### config.mk
export PLATFORM = sky130hd
export DESIGN_NAME = keypad_matrix_ctrl
export DESIGN_NICKNAME = d
export VERILOG_FILES = /design/src/rtl/keypad_matrix_ctrl.sv
export SDC_FILE = /design/constraint.sdc
export NUM_CORES = 1
export LEC_CHECK = 0
export CAP_MARGIN = 20
export CORE_MARGIN = 3
export CORE_UTILIZATION = 55
export CTS_CLUSTER_DIAMETER = 30
export DETAILED_ROUTE_END_ITERATION = 10
export PLACE_DENSITY = 0.79
export SYNTH_ARGS = -nofsm -noshare
export SYNTH_HDL_FRONTEND = slang
export SYNTH_SLANG_ARGS = --single-unit
### constraint.sdc
create_clock -name clk_sys -period 1.93 [get_ports clk_sys]
set_input_delay 0.386 -clock clk_sys [delete_from_list [all_inputs] [get_ports clk_sys]]
set_output_delay 0.386 -clock clk_sys [all_outputs]
set_load 0.05 [all_outputs]
### src/rtl/keypad_matrix_ctrl.sv
`default_nettype none
// ============================================================================
// Module   : keypad_matrix_ctrl
// Brief    : N-pad x K-key keypad front end: synchronise and debounce raw
//            keys, latch the CPU key select, drive one EF flag per pad.
// Revision : 1.0  initial release
// ============================================================================
module keypad_matrix_ctrl #(
    parameter int NUM_PADS      = 2,
    parameter int KEYS          = 10,
    parameter int SHARED_LATCH  = 1,
    parameter int LATCH_PORT    = 1,
    parameter int DEB_DIV       = 1760,
    parameter int DEB_MAX       = 3,
    parameter int EF_ACTIVE_LOW = 0
) (
    input  logic                     clk_sys,
    input  logic                     reset,
    input  logic [NUM_PADS*KEYS-1:0] key_raw,
    input  logic [2:0]               io_n,
    input  logic                     io_out,
    input  logic [7:0]               cpu_dout,
    output logic [NUM_PADS-1:0]      ef_keys,
    output logic [4*NUM_PADS-1:0]    keylatch,
    output logic                     key_any,
    output logic                     key_evt
);

    localparam int          c_NUM_KEYS = NUM_PADS * KEYS;
    localparam logic [15:0] c_DIV_LAST = 16'(DEB_DIV - 1);
    localparam logic [2:0]  c_MAX      = 3'(DEB_MAX);
    localparam logic [2:0]  c_PORT0    = 3'(LATCH_PORT);
    localparam logic        c_EF_POL   = (EF_ACTIVE_LOW != 0);

    logic [c_NUM_KEYS-1:0] r_sync1;
    logic [c_NUM_KEYS-1:0] r_sync2;
    logic [c_NUM_KEYS-1:0] w_deb;
    logic [c_NUM_KEYS-1:0] r_deb_prev;
    logic [15:0]           r_pre;
    logic                  w_tick;
    logic                  r_any;
    logic                  r_evt;
    logic                  w_unused;

    // Only the low nibble of the OUT data selects a key.
    assign w_unused = ^cpu_dout[7:4];

    always_ff @(posedge clk_sys) begin
        if (reset) begin
            r_sync1 <= '0;
            r_sync2 <= '0;
        end else begin
            r_sync1 <= key_raw;
            r_sync2 <= r_sync1;
        end
    end

    assign w_tick = (r_pre == c_DIV_LAST);

    always_ff @(posedge clk_sys) begin
        if (reset) begin
            r_pre <= '0;
        end else if (w_tick) begin
            r_pre <= '0;
        end else begin
            r_pre <= r_pre + 16'd1;
        end
    end

    for (genvar gk = 0; gk < c_NUM_KEYS; gk++) begin : g_key
        logic [2:0] r_cnt;
        logic [2:0] w_cnt_nxt;
        logic       r_state;

        always_comb begin
            w_cnt_nxt = r_cnt;
            if (r_sync2[gk]) begin
                if (r_cnt < c_MAX) begin
                    w_cnt_nxt = r_cnt + 3'd1;
                end
            end else if (r_cnt != 3'd0) begin
                w_cnt_nxt = r_cnt - 3'd1;
            end
        end

        // State only flips at the rails; in between it holds (hysteresis).
        always_ff @(posedge clk_sys) begin
            if (reset) begin
                r_cnt   <= '0;
                r_state <= 1'b0;
            end else if (w_tick) begin
                r_cnt <= w_cnt_nxt;
                if (w_cnt_nxt == c_MAX) begin
                    r_state <= 1'b1;
                end else if (w_cnt_nxt == 3'd0) begin
                    r_state <= 1'b0;
                end
            end
        end

        assign w_deb[gk] = r_state;
    end

    for (genvar gp = 0; gp < NUM_PADS; gp++) begin : g_pad
        logic [3:0]  r_latch;
        logic        r_ef;
        logic        w_ld;
        logic [15:0] w_pad_keys;
        logic        w_hit;

        if (SHARED_LATCH != 0) begin : g_shared
            assign w_ld = io_out && (io_n == c_PORT0);
        end else begin : g_own
            localparam logic [2:0] c_PAD_PORT = 3'(LATCH_PORT + gp);
            assign w_ld = io_out && (io_n == c_PAD_PORT);
        end

        always_ff @(posedge clk_sys) begin
            if (reset) begin
                r_latch <= '0;
            end else if (w_ld) begin
                r_latch <= cpu_dout[3:0];
            end
        end

        // Zero padding above KEYS makes an out-of-range select read as released.
        assign w_pad_keys = 16'(w_deb[gp*KEYS +: KEYS]);
        assign w_hit      = w_pad_keys[r_latch];

        always_ff @(posedge clk_sys) begin
            if (reset) begin
                r_ef <= c_EF_POL;
            end else begin
                r_ef <= w_hit ^ c_EF_POL;
            end
        end

        assign keylatch[4*gp +: 4] = r_latch;
        assign ef_keys[gp]         = r_ef;
    end

    always_ff @(posedge clk_sys) begin
        if (reset) begin
            r_deb_prev <= '0;
            r_any      <= 1'b0;
            r_evt      <= 1'b0;
        end else begin
            r_deb_prev <= w_deb;
            r_any      <= |w_deb;
            r_evt      <= (w_deb != r_deb_prev);
        end
    end

    assign key_any = r_any;
    assign key_evt = r_evt;

endmodule
`default_nettype wire

; After elaboration in Yosys (flattened, before gate mapping)
; Cells that the tools add are included.
[word_totals]
input_bits = 34
ff_bits = 164
elab_cells = 321
[classes]
reduce_logical = 83
eq_ne = 23
n_lt_le_gt_ge = 21
addsub = 41
n_mux = 104
[op_table]
columns = op, count
row1 = $mux W3, 60
row2 = $add A3 B1 Y3 const B, 20
row3 = $eq A3 B2 Y1 const B, 20
row4 = $logic_not A3 Y1, 20
row5 = $lt A3 B2 Y1 const B, 20
row6 = $reduce_bool A3 Y1, 20
row7 = $sub A3 B1 Y3 const B, 20
row8 = $mux W1, 42
row9 = $reduce_and A2 Y1, 20
row10 = $reduce_bool A2 Y1, 20
row11 = $ne A20 B20 Y1, 1
row12 = $reduce_or A20 Y1, 1
row13 = $add A16 B1 Y16 const B, 1
row14 = $eq A16 B11 Y1 const B, 1
row15 = $bmux W1 S4, 2
row16 = $lt A4 B5 Y1 const B, 1
row17 = $eq A3 B1 Y1 const B, 1
row18 = $reduce_or A2 Y1, 1
row19 = $logic_and A1 B1 Y1, 1

; Longest topological paths before layout
[logic_depth]
ltp_word = 6
ltp_mapped = 9

; Least setup slack after synthesis
; No wires, ideal clock.
[synth_timing]
kind = reg2reg
startpoint = reg g_key[3].r_cnt[0]
endpoint = reg g_key[3].r_state
period_less_slack_ns = 1.962
arrival_ns = 1.845
slack_ns = -0.032
setup_time_ns = 0.117
path_stages_with_launch = 9
path_cell_list = dfxtp_1 -> clkbuf_1 -> inv_1 -> ha_1 -> nor2b_1 -> mux2_2 -> a311oi_1 -> nand2b_1 -> a32o_1
[synth_between]
elab_chain_cells = 6
elab_cells_between_ends = 12
classes_between = add/sub (2) / order compare (1) / eq/ne (1) / mux (4) / reduce/logical (4)
[synth_lines]
columns = item, line_no
row1 = from (decl), 71  ; logic [2:0] r_cnt;
row2 = from (signal assigned), 92  ; r_cnt <= w_cnt_nxt;
row3 = $sub A3 B1 Y3 (tied with other cells), 82  ; w_cnt_nxt = r_cnt - 3'd1;
row4 = $mux W3 (on tied branches), "81, 78"
row5 = $mux W3 (*), 77  ; if (r_sync2[gk]) begin
row6 = $eq A3 B2 Y1 or $logic_not A3 Y1 (tied branches), "93, 95"
row7 = $reduce_bool A2 Y1 (no source line), n/a
row8 = $reduce_and A2 Y1 (no source line), n/a
row9 = to (signal assigned), 90  ; r_state <= 1'b0;
row10 = to (signal assigned), 94  ; r_state <= 1'b1;
row11 = to (signal assigned), 96  ; r_state <= 1'b0;
row12 = to (decl), 73  ; logic r_state;
; Every way passes the cells marked *; elsewhere a longest branch is shown, timed or not.
; A chain may end at the register's enable or synchronous reset.

; Worst setup path after layout
[layout_timing]
startpoint = reg r_pre[1]
endpoint = reg g_key[9].r_state
[layout_between]
elab_chain_cells = 2
[layout_lines]
columns = item, line_no
row1 = from (decl), 39  ; logic [15:0] r_pre;
row2 = from (signal assigned), 66  ; r_pre <= r_pre + 16'd1;
row3 = $eq A16 B11 Y1, 58  ; assign w_tick = (r_pre == c_DIV_LAST);
row4 = $reduce_and A2 Y1 (no source line), n/a
row5 = to (signal assigned), 90
row6 = to (signal assigned), 94
row7 = to (signal assigned), 96
row8 = to (decl), 73
; No other way between the ends.

==> run summary <==
The run gives 4 as the number of H-tree branching levels. The fraction of power spent switching nets was 20.7%; the number of antenna violations at the first check in global routing was 0. The slowest cell on the critical path is dfxtp_1. The number of flops mapped to enable cells by yosys came out at 0. The minimum clock period came out at 1870 ps. IR analysis of the VDD net gives a maximum drop of 668 µV. The tools report the startpoint of the most critical register-to-register path as r_pre[1]$_SDFF_PP0_.

Once detail routing completed, the nets flagged for antenna violations numbered 0. The count of final max-slew check failures was 0; the global-route wire length before repair was 32900 µm. In the routed design, unresolved DRC markers number 0. In this design, the stage delay of the slowest critical-path cell is 340 ps. The critical path goes through ha_2 -> and4_1 -> nand4_2 -> buf_12 -> a311oi_4 -> nand2b_1 -> a32o_1. After filler insertion, the fill cell instance count of the layout stands at 1263.

Entering global routing, the biggest net connects 74 pins. The maximum net fanout on the critical path is 21, and the internal power contribution is 6.14 mW. The area growth from synthesis to layout is 18.7%. For the total number of yosys warnings, the log shows 0. The most used flip-flop cell after synthesis is dfxtp_1. Sequential cells account for 44.9% of the total power. The clock drives 164 sinks. Combined buffer and inverter count along the critical path: 1. Hold repair after CTS inserted 0 buffers. The count of cell types in the netlist was 53; the number of nets in the synthesized netlist was 1184. The die is 136 µm wide. Grouping stages by cell kind, the critical path spends the most delay in compound AO/OA/AOI/OAI gates. The logs give 16200 µm² for the area of the core and 4.29 nW for the leakage dissipation. The share of synthesized registers carrying an async set or reset was 0%. The part of the cycle the worst path needs is 97.0%, and the utilization of the core after routing is 68.2%. The number of instances in the synthesized netlist is 1089, and the total standard cell area after synthesis is 9330 µm².

The critical path data required time is 2250 ps, and the detailed-route wire length per cell is 14.8 µm. The sequential cells in the finished layout cover a total of 3290 µm². Summing over every cut layer, the via total after detailed routing is 7805.

The sequential share of the synthesized area is 35.2%. The class of the tightest hold or removal check was primary input to flop. Of the total power, combinational logic draws 4.3%.

Power spread over the standard cell area amounts to 698 nW/µm². The start point of the worst hold path is reset. The run gives 7068 as the number of global-route vias before repair.

During I/O placement, the number of pins put on the boundary was 46. Once the floorplan was initialized, standard cells occupied 57.5% of the core. The run finished with clean final reports. For the worst flop-to-flop path, the logic depth is 7. For this run the aggregate overflow at the end of global routing stands at 0. The tools report the total wirelength of the detailed-routed design as 20300 µm. The setup clock skew after layout is 8.39 ps, and the count of buffers inserted at the top-level ports is 41.

After legalization and detailed placement, the total HPWL measured 13200 µm. Clock-pin slew was measured on the worst setup and hold paths at 60 ps. The tools report the total of max-cap violations as 0. The top cell types in the final layout, fill and taps aside, are dfxtp_1 (161), nor2_1 (102), nor2b_1 (81). The violation count after the first detailed-route iteration is 541. The area used by multi-input combinational logic was 5630 µm².

The logs give 0.534 GHz for the fmax and 1338 for the number of instances in the placed design. Once layout is complete, the cells apart from fillers number 1374. The floorplan has 46 rows.

For this run, the detailed router's first-pass iteration total came to 6. The clock passes through at most 2 buffers. For the pin with the worst max-slew slack, the measured transition is 500 ps. The final layout contains 1240 nets. Cell at the root of the clock tree: clkbuf_16. For flop-to-flop paths, the worst setup slack is 60 ps. The congestion estimate from routability-driven global placement came to 0.828. In this run, the clock network consumes 50.7% of the power.

After detailed routing, the number of vias per cell comes to 5.68. The tools report the final count of hold timing violations as 0. The endpoint of the worst register-to-register path is g_key[9].r_state$_SDFFE_PP0P_. The total die area is 18600 µm².

Headroom to the max-slew limit came out at 66.6%. Clock latency on the worst-skew pair, taken at its later pin, is 430 ps. The final antenna diode count is 0.

TritonCTS built the clock tree. STA classifies the critical path startpoint as a flop. Measured along the y axis, the die boundary spans 136 µm. In this run the power spent charging and discharging nets is 1.60 mW. For the worst setup path, the data arrival time is 2190 ps. Setup violations remaining at the end of the flow were counted as 0. The tools report the number of CTS-inserted buffers as 17.

The most common cell after layout, fill and taps aside was dfxtp_1. Depth of the worst hold-timing path: 2. Total routing resource utilization after global routing: 21.4%. The number of register bits inferred by synthesis came out at 164.

STA classifies the critical path endpoint as a flop. A synthesized cell averages 8.57 µm². The path with the worst hold slack has its endpoint at g_pad[1].r_ef$_SDFF_PP0_.

Share of post-route cells with drive strength above 1: 13.3%. The kind of critical path was flop to flop.
==> power groups by stage <==
stage	logic (mW)	clock network [mW]	registers, mW
2_1_floorplan	0.231	0	3.52
3_3_place_gp	0.319	0	3.55
3_5_place_dp	0.325	0	3.55
4_1_cts	0.328	3.97	3.47
5_1_grt	0.364	4.11	3.48
6_report	0.334	3.93	3.48
==> registers in the layout, summed over array words and instances (netlist names) <==
signal and flops:
key_evt 1, key_any 1, g_key.r_state 20, r_deb_prev 20, g_key.r_cnt 60, g_pad.r_latch 4
g_pad.r_ef 2, r_pre 16, r_sync2 20, r_sync1 20
==> worst register-to-register path, delay by kind of cell (launching register included) <==
family                     cells  cell delay (ps)
adders and majority gates      1              200
AOI/OAI and AO/OA              2              570
buffers and inverters          1              200
and+or+nand+nor                3              450
DFF                            1              340
==> cell type report <==
class / count / area share, %
multi-input combinational: 802 / 50.8
sequential: 164 / 29.7
timing repair buffer: 108 / 9.09
clock buffer: 20 / 4.21
tap: 216 / 2.44
clock inverter: 12 / 2.02
inverter: 52 / 1.76
==> worst max-delay path by stage <==
| stage | depth (start not counted) | to | start | slack, ps |
|---|---|---|---|---|
| floorplan | 8 | g_key[1].r_state$_SDFFE_PP0P_ | g_key[1].r_cnt[0]$_SDFFE_PP0P_ | 6 |
| global placement | 7 | g_key[11].r_state$_SDFFE_PP0P_ | r_pre[0]$_SDFF_PP0_ | 120 |
| detailed placement | 7 | g_key[9].r_cnt[1]$_SDFFE_PP0P_ | r_pre[0]$_SDFF_PP0_ | 50 |
| CTS | 1 | ef_keys[0] | g_pad[0].r_ef$_SDFF_PP0_ | 10 |
| global route | 7 | g_key[17].r_state$_SDFFE_PP0P_ | g_key[17].r_cnt[0]$_SDFFE_PP0P_ | -20 |
| finish | 7 | g_key[9].r_state$_SDFFE_PP0P_ | r_pre[1]$_SDFF_PP0_ | 60 |
==> per-stage QoR <==
stage	power [mW]	worst slack, ps	hold WS (ps)	area (µm²)	TNS, ps
global route	7.95	-23.7	307	11100	-43.2
CTS	7.77	14.8	293	10900	0
floorplan	3.76	5.58	414	9360	0
detailed placement	3.88	50.8	420	10200	0
global placement	3.87	123	416	10200	0
finish	7.74	57.7	301	11100	0
==> cells by family (layout without fill, tap and decap cells) <==
logic type / count (synthesis) / in the layout / synth area share [%]
and+or+nand+nor: 396 / 396 / 22.2
AOI/OAI and AO/OA: 267 / 267 / 20.2
DFF: 164 / 164 / 35.2
buffers and inverters: 123 / 192 / 5.85
adders and majority gates: 61 / 61 / 8.18
xor gates and xnor gates: 45 / 45 / 4.22
muxes: 33 / 33 / 4.16
==> layer usage <==
metal | vias to the layer above | GRT usage, % | wire [µm]
met3 | 16 | 4.26 | 840
li1 | 3954 | - | -
met1 | 3680 | 28.6 | 9540
met5 | - | 0 | 0
met2 | 155 | 35.4 | 9740
met4 | 0 | 5.71 | 161
==> synthesized netlist by cell type, types with 7 or more instances <==
cell,number,area (µm²)
dfxtp_1,164,3280
nor2_1,102,383
nor2b_1,82,513
nand2_1,80,300
a21oi_1,75,375
ha_1,61,763
inv_1,52,195
clkbuf_1,39,146
nor3b_1,29,218
a211oi_1,28,210
xnor2_1,28,245
mux2i_1,23,230
o21ai_0,22,110
nand2b_1,20,125
nand3_1,19,95.1
xor2_1,17,149
buf_2,16,80.1
o31ai_1,15,113
a21o_1,14,105
buf_4,13,97.6
a22oi_1,12,90.1
a311o_1,12,120
a311oi_1,12,105
o211ai_1,12,90.1
nand3b_1,11,82.6
and3_1,10,62.6
o32ai_1,10,87.6
a21boi_0,9,67.6
a31oi_1,9,56.3
and2_1,9,56.3
nor3_1,9,45.0
a211o_1,8,70.1
nor4_1,8,50.1
or2_2,7,43.8
==> repair_timing <==
item | in CTS | in global routing
resized for setup | 3 | 26
setup endpoints to repair | 3 | 22
pin swaps | 0 | 1
setup buffers | 0 | 2
cloned | 0 | 2
No activity file was read; power rests on OpenSTA's default activity.
